### config.mk
export PLATFORM = sky130hd
export DESIGN_NAME = peripheral_spram_wb_master
export DESIGN_NICKNAME = d
export VERILOG_FILES = /design/src/rtl/peripheral_spram_wb_master.sv
export SDC_FILE = /design/constraint.sdc
export NUM_CORES = 1
export LEC_CHECK = 0
export BUFFER_PORTS_ARGS = -buffer_cell sky130_fd_sc_hd__buf_2
export CAP_MARGIN = 10
export CORE_UTILIZATION = 49
export CTS_CLUSTER_SIZE = 8
export DETAILED_ROUTE_END_ITERATION = 12
export HOLD_SLACK_MARGIN = 0.15
export PLACE_DENSITY = 0.85
export SYNTH_ARGS = -nofsm -noshare
export SYNTH_HDL_FRONTEND = slang
export SYNTH_SLANG_ARGS = --single-unit
### constraint.sdc
create_clock -name wb_clk_i -period 4.7 [get_ports wb_clk_i]
set_input_delay 0.235 -clock wb_clk_i [delete_from_list [all_inputs] [get_ports wb_clk_i]]
set_output_delay 0.235 -clock wb_clk_i [all_outputs]
set_load 0.05 [all_outputs]
### src/rtl/peripheral_spram_wb_master.sv
// Wishbone B3 burst initiator: accepts one command at a time and runs a classic cycle or
// an incrementing/wrapping CTI/BTE burst, streaming write data in and read data out.
module peripheral_spram_wb_master #(
  parameter int unsigned DW = 32,
  parameter int unsigned AW = 32,
  parameter int unsigned LW = 5
) (
  input  logic            wb_clk_i,
  input  logic            wb_rst_i,
  input  logic            cmd_valid_i,
  output logic            cmd_ready_o,
  input  logic            cmd_we_i,
  input  logic [AW-1:0]   cmd_adr_i,
  input  logic [LW-1:0]   cmd_len_i,
  input  logic [1:0]      cmd_bte_i,
  input  logic [DW-1:0]   wdat_i,
  input  logic [DW/8-1:0] wsel_i,
  input  logic            wvalid_i,
  output logic            wready_o,
  output logic [DW-1:0]   rdat_o,
  output logic            rvalid_o,
  output logic            done_o,
  output logic            err_o,
  output logic [AW-1:0]   wb_adr_o,
  output logic [DW-1:0]   wb_dat_o,
  output logic [DW/8-1:0] wb_sel_o,
  output logic            wb_we_o,
  output logic [2:0]      wb_cti_o,
  output logic [1:0]      wb_bte_o,
  output logic            wb_cyc_o,
  output logic            wb_stb_o,
  input  logic [DW-1:0]   wb_dat_i,
  input  logic            wb_ack_i,
  input  logic            wb_err_i
);

  localparam int unsigned BW = DW / 8;
  localparam int unsigned OB = $clog2(BW);

  typedef enum logic [1:0] {IDLE, WDATA, BURST, DONE} state_t;

  state_t        state;
  logic          we_q;
  logic [1:0]    bte_q;
  logic          single_q;
  logic [LW-1:0] rem_q;

  logic          beat_ack;
  logic          beat_err;
  logic          more;
  logic [LW-1:0] rem_nxt;
  logic [AW-1:0] adr_inc;
  logic [AW-1:0] inc_mask;
  logic [AW-1:0] adr_nxt;

  function automatic logic [2:0] cti_of(input logic [LW-1:0] rem, input logic single);
    if (rem > LW'(1)) return 3'b010;
    return single ? 3'b000 : 3'b111;
  endfunction

  // Beat qualification and next-address generation; wrap bursts only carry within the beat-index field.
  always_comb begin
    beat_err = (state == BURST) && wb_stb_o && wb_err_i;
    beat_ack = (state == BURST) && wb_stb_o && wb_ack_i && !wb_err_i;
    more     = rem_q > LW'(1);
    rem_nxt  = rem_q - LW'(1);
    wready_o = (state == WDATA) || (beat_ack && we_q && more);
    adr_inc  = wb_adr_o + AW'(BW);
    case (bte_q)
      2'd1:    inc_mask = AW'(3) << OB;
      2'd2:    inc_mask = AW'(7) << OB;
      2'd3:    inc_mask = AW'(15) << OB;
      default: inc_mask = '1;
    endcase
    adr_nxt = (wb_adr_o & ~inc_mask) | (adr_inc & inc_mask);
  end

  always_ff @(posedge wb_clk_i or posedge wb_rst_i) begin
    if (wb_rst_i) begin
      state       <= IDLE;
      cmd_ready_o <= 1'b1;
      we_q        <= 1'b0;
      bte_q       <= 2'b00;
      single_q    <= 1'b0;
      rem_q       <= '0;
      rdat_o      <= '0;
      rvalid_o    <= 1'b0;
      done_o      <= 1'b0;
      err_o       <= 1'b0;
      wb_adr_o    <= '0;
      wb_dat_o    <= '0;
      wb_sel_o    <= '0;
      wb_we_o     <= 1'b0;
      wb_cti_o    <= 3'b000;
      wb_bte_o    <= 2'b00;
      wb_cyc_o    <= 1'b0;
      wb_stb_o    <= 1'b0;
    end else begin
      rvalid_o <= 1'b0;
      done_o   <= 1'b0;
      case (state)
        IDLE: begin
          if (cmd_valid_i) begin
            cmd_ready_o <= 1'b0;
            err_o       <= 1'b0;
            we_q        <= cmd_we_i;
            wb_we_o     <= cmd_we_i;
            bte_q       <= cmd_bte_i;
            wb_adr_o    <= cmd_adr_i;
            rem_q       <= (cmd_len_i == '0) ? LW'(1) : cmd_len_i;
            single_q    <= (cmd_len_i <= LW'(1));
            wb_cti_o    <= (cmd_len_i > LW'(1)) ? 3'b010 : 3'b000;
            wb_bte_o    <= (cmd_len_i > LW'(1)) ? cmd_bte_i : 2'b00;
            if (cmd_we_i) begin
              state <= WDATA;
            end else begin
              state    <= BURST;
              wb_cyc_o <= 1'b1;
              wb_stb_o <= 1'b1;
              wb_sel_o <= '1;
            end
          end
        end
        WDATA: begin
          if (wvalid_i) begin
            wb_dat_o <= wdat_i;
            wb_sel_o <= wsel_i;
            wb_cyc_o <= 1'b1;
            wb_stb_o <= 1'b1;
            state    <= BURST;
          end
        end
        BURST: begin
          if (beat_err) begin
            wb_cyc_o <= 1'b0;
            wb_stb_o <= 1'b0;
            err_o    <= 1'b1;
            done_o   <= 1'b1;
            state    <= DONE;
          end else if (beat_ack) begin
            rem_q <= rem_nxt;
            if (!we_q) begin
              rdat_o   <= wb_dat_i;
              rvalid_o <= 1'b1;
            end
            if (!more) begin
              wb_cyc_o <= 1'b0;
              wb_stb_o <= 1'b0;
              done_o   <= 1'b1;
              state    <= DONE;
            end else begin
              wb_adr_o <= adr_nxt;
              wb_cti_o <= cti_of(rem_nxt, single_q);
              // A write with no data ready pauses the strobe but keeps the bus cycle owned.
              if (we_q && !wvalid_i) begin
                wb_stb_o <= 1'b0;
                state    <= WDATA;
              end else if (we_q) begin
                wb_dat_o <= wdat_i;
                wb_sel_o <= wsel_i;
              end
            end
          end
        end
        DONE: begin
          cmd_ready_o <= 1'b1;
          err_o       <= 1'b0;
          state       <= IDLE;
        end
        default: state <= IDLE;
      endcase
    end
  end

endmodule

### After elaboration in Yosys (flattened, before gate mapping)

Cells that the tools add are included.

* flip-flop bits (word level): 122
* bits of input ports: 114
* word-level logic and storage cells: 149

* add/subtract/negate cells: 2
* $lt $le $gt $ge: 4
* equality and inequality tests: 18
* multiplexer cells: 74
* bitwise gates (word level): 6
* reduce and logical (&&, ||, !) cells: 28

Operator list (number)
* 32-bit 2-to-1 mux: 10
* 32-bit case mux with 2 select lines: 2
* 32-bit case mux with 3 select lines: 1
* 32-bit bitwise AND: 2
* 32-bit by 3-bit adder with 32-bit output, second input constant: 1
* 4-bit 2-to-1 mux: 8
* 32-bit inverter: 1
* 32-bit OR: 1
* 1-bit 2-to-1 mux: 25
* 3-bit 2-to-1 mux: 7
* 5-bit 2-to-1 mux: 4
* 2-bit 2-to-1 mux: 9
* 2-bit != test, second input constant: 9
* 5-bit by 1-bit greater-than comparator with 1-bit output, second input constant: 3
* 4-bit case mux with 3 select lines: 1
* 4-bit AND reduction: 3
* 6-bit AND reduction: 2
* 5-bit case mux with 2 select lines: 1
* 1-bit case mux with 3 select lines: 3
* 9-bit AND reduction: 1
* 2-bit equality test, second input constant: 4
* 2-bit case mux with 4 select lines: 1
* 1-bit logical AND: 7
* 7-bit AND reduction: 1
* 17 further kinds: 25

### Logic depth before layout (Yosys ltp)

* depth after elaboration: 12
* depth in mapped cells: 9

### Worst setup path before layout

OpenSTA, ideal clock, no wires.

* path kind: register -> register
* start point: reg wb_stb_o
* end point: reg (tool-made name)
* library setup time: 0.067 ns
* arrival: 2.067 ns
* data required time: 4.633 ns
* path slack: 2.566 ns
* cell stages (with the launch flop): 6
* cell sequence: dfrtp_1 nand3b_1 or4_4 buf_6 o41ai_1 a221o_1

RTL lines
* start: declaration: line 31 `output logic wb_stb_o,`
* start signal: assignment: line 97 `wb_stb_o <= 1'b0;`
* start signal: assignment: line 119 `wb_stb_o <= 1'b1;`
* start signal: assignment: line 129 `wb_stb_o <= 1'b1;`

==> results_dict.tcl <==
set metrics [dict create \
    status "complete, no violations" \
    critPathSlowestCell "o31a_1" \
    dr.pass1.iters 5 \
    power.density_mw_per_mm2 825 \
    p_leak_nw 4.06 \
    rows 39 \
    synth_top_flop_cell "dfrtp_1" \
    peakVddDrop_mv 0.624 \
    nNetsFinal 983 \
    grt_max_degree 81 \
    synth-seq-cells 121 \
    die_area_mm2 0.0123 \
    period_needed_ns 3.65 \
    critPathLaunchType "register" \
    slowest_delay_ns 0.96 \
    slew-limit-headroom 0.236 \
    finalCritPeriodShare 0.777 \
    rsz0062_at_grt "no" \
    cp.buffers_inverters 2 \
    drive_gt1_frac 0.386 \
    hold_ws_ns 0.165 \
    syn_area_mm2 0.00580 \
    path_max_fanout 33 \
    min_path_type "input port to register" \
    grt.busiest_layer "met2" \
    first_iter_violations 463 \
    holdPathStages 3 \
    clock-skew-final_ns 0.0129 \
    antenna_left 0 \
    antenna_found_initial 0 \
    timing.fmax_mhz 274 \
    cap_violations 0 \
    async_flop_share 1.00 \
    cts_sinks 121 \
    yosysSeqAreaShare 0.523 \
    setup_viol 0 \
    finalWirelength_um 18300 \
    gp_congestion 0.866 \
    numPortBuffers 226 \
    dieHeight_um 111 \
    worst_pin_slew_ns 1.15 \
    use_met1 0.358 \
    drv_slew 0 \
    setup_tns_ns 0 \
    setup.worst_path.class "register to register" \
    final_cells 1016 \
    met3_usage 0.0809 \
    rrSetupSlack_ns 1.05 \
    grt_pass1_wl_um 29500 \
    route.vias.total 5751 \
    grt-ovfl-total 0 \
    dpl.cell_count 876 \
    yosysUniqueCellTypes 53 \
    vias_per_cell 5.66 \
    die_x_um 111 \
    ys.warnings.count 0 \
    end_kind "register" \
    use_met2 0.508 \
    cts_tree "done" \
    start_util 0.505 \
    hold_viol 0 \
    clk_pin_slew_ns 0.05 \
    arrival_ns 3.94 \
    ios 227 \
    fill_cells 714 \
    grt_usage 0.307 \
    grt_pass1_vias 5750 \
    critPathMostFrequentCell "inv_1" \
    clockBufferDepth 2 \
    cts_buffers 17 \
    worstPathCellList "inv_1 > ha_1 > inv_1 > nand3_1 > o31a_1 > o21ai_0 > o311ai_0" \
    synth-edff-count 0 \
    synth_cells 528 \
    cts_resized 0 \
    cts_root_buf "clkbuf_16" \
    wl_per_cell_um 18.0 \
    h-tree-depth 4 \
    worst_ep_required_time_ns 4.98 \
    final_util 0.754 \
    critPathTopFamily "compound AO/OA/AOI/OAI gates" \
    cp_num_cells 7 \
    insertion_delay_ns 0.42 \
    syn_to_final_growth_pct 49.2 \
    reg2reg_depth 7 \
    syn_avg_cell_area_um2 11.0 \
    core-area_mm2 0.0115 \
    synth_nets 652 \
    drc_errors 0 \
    hpwlAfterDp_um 11400 \
]
path summary, 6_finish.rpt:
path / to / from
worst max-delay path: register / state[0]
worst min-delay path: wb_sel_o[1] / wsel_i[1]
worst max register to register: register / state[0]
worst min register to register: bte_q[1] / bte_q[1]
max in group asynchronous: cmd_ready_o / wb_rst_i
min in group asynchronous: rdat_o[10] / wb_rst_i
cell type report:
class	count	area [um2]	area share
Clock inverter	6	38.8	0.00448
Clock buffer	26	509	0.0589
Inverter	14	55.1	0.00637
Multi-Input combinational cell	368	2600	0.301
Sequential cell	121	3030	0.350
Antenna cell	1	2.50	0.000289
Timing Repair Buffer	337	2230	0.258
Tap cell	143	179	0.0207
where the power goes:
| group | internal, mW | total [mW] | leakage, nW | switching [mW] |
|---|---|---|---|---|
| logic | 1.18 | 3.93 | 2.33 | 2.76 |
| registers | 1.56 | 2.01 | 1.46 | 0.455 |
| clock network | 0.740 | 1.19 | 0.266 | 0.451 |
cells in the final DEF (no fill, tap or decap), types with 6 or more instances in the layout:
cell             n
a21oi_1         21
and4_1           6
buf_2          226
clkbuf_16       17
dfrtp_1        120
dlygate4sd3_1  107
ha_1            10
inv_1           13
mux2_2          72
nand2_1         49
nand2b_1         7
nand3_1         28
nand4_1          9
nor2_1          23
nor3_1           7
nor4_1           6
o211ai_1         8
o21ai_0         42
o311ai_0         8
cells in the mapped netlist, types with 3 or more instances:
master,n,area (um2)
a21o_1,4,30.0
a21oi_1,21,105
a221o_1,4,40.0
a22oi_1,5,37.5
a2bb2oi_1,3,26.3
a32oi_1,3,26.3
and2_1,3,18.8
and3_1,3,18.8
and4_1,6,52.6
buf_2,9,45.0
clkbuf_1,13,48.8
dfrtp_1,120,3000
ha_1,10,125
inv_1,14,52.6
mux2_2,72,811
mux2i_1,4,40.0
nand2_1,49,184
nand2b_1,7,43.8
nand3_1,28,140
nand4_1,9,56.3
nor2_1,23,86.3
nor2b_1,5,31.3
nor3_1,8,40.0
nor4_1,6,37.5
o211ai_1,8,60.1
o21ai_0,42,210
o311ai_0,8,70.1
o31a_1,3,26.3
o41ai_1,3,26.3
or3_1,5,31.3
what timing repair did:
item                                   CTS  global route
setup buffers                            0             0
endpoints found under the hold margin  185             1
hold buffers                           106             1
cells by family (layout without fill, tap and decap cells):
family,Yosys count,in the layout,synth area share
flip-flops,121,121,0.523
buffers and inverters,39,383,0.0291
other,0,1,0
AO/OA/AOI/OAI,122,122,0.140
multiplexers,76,76,0.147
AND/OR/NAND/NOR,160,160,0.140
adder cells (fa/ha/maj),10,10,0.0216
worst register-to-register path: stages (launching register included):
cell      delay, ns
dfrtp_1        0.41
inv_1          0.09
ha_1           0.69
inv_1          0.59
nand3_1        0.40
o31a_1         0.96
o21ai_0        0.21
o311ai_0       0.17
per-stage QoR:
| step | worst slack (ns) | instance area [um2] | total power, mW |
|---|---|---|---|
| after floorplan | 1.25 | 5800 | 4.88 |
| after global routing | 0.756 | 8650 | 7.48 |
| after CTS | 1.13 | 8640 | 7.07 |
| after global placement | 1.35 | 7030 | 5.66 |
| after detailed placement | 1.15 | 7030 | 5.80 |
| final | 1.05 | 8650 | 7.14 |
metal layers:
metal  share of wire  wire length (um)
met1            0.38              7040
met2            0.51              9290
met3           0.065              1190
met4           0.045               823
met5               0                 0
Note: power is estimated with default switching activity, not from simulation.
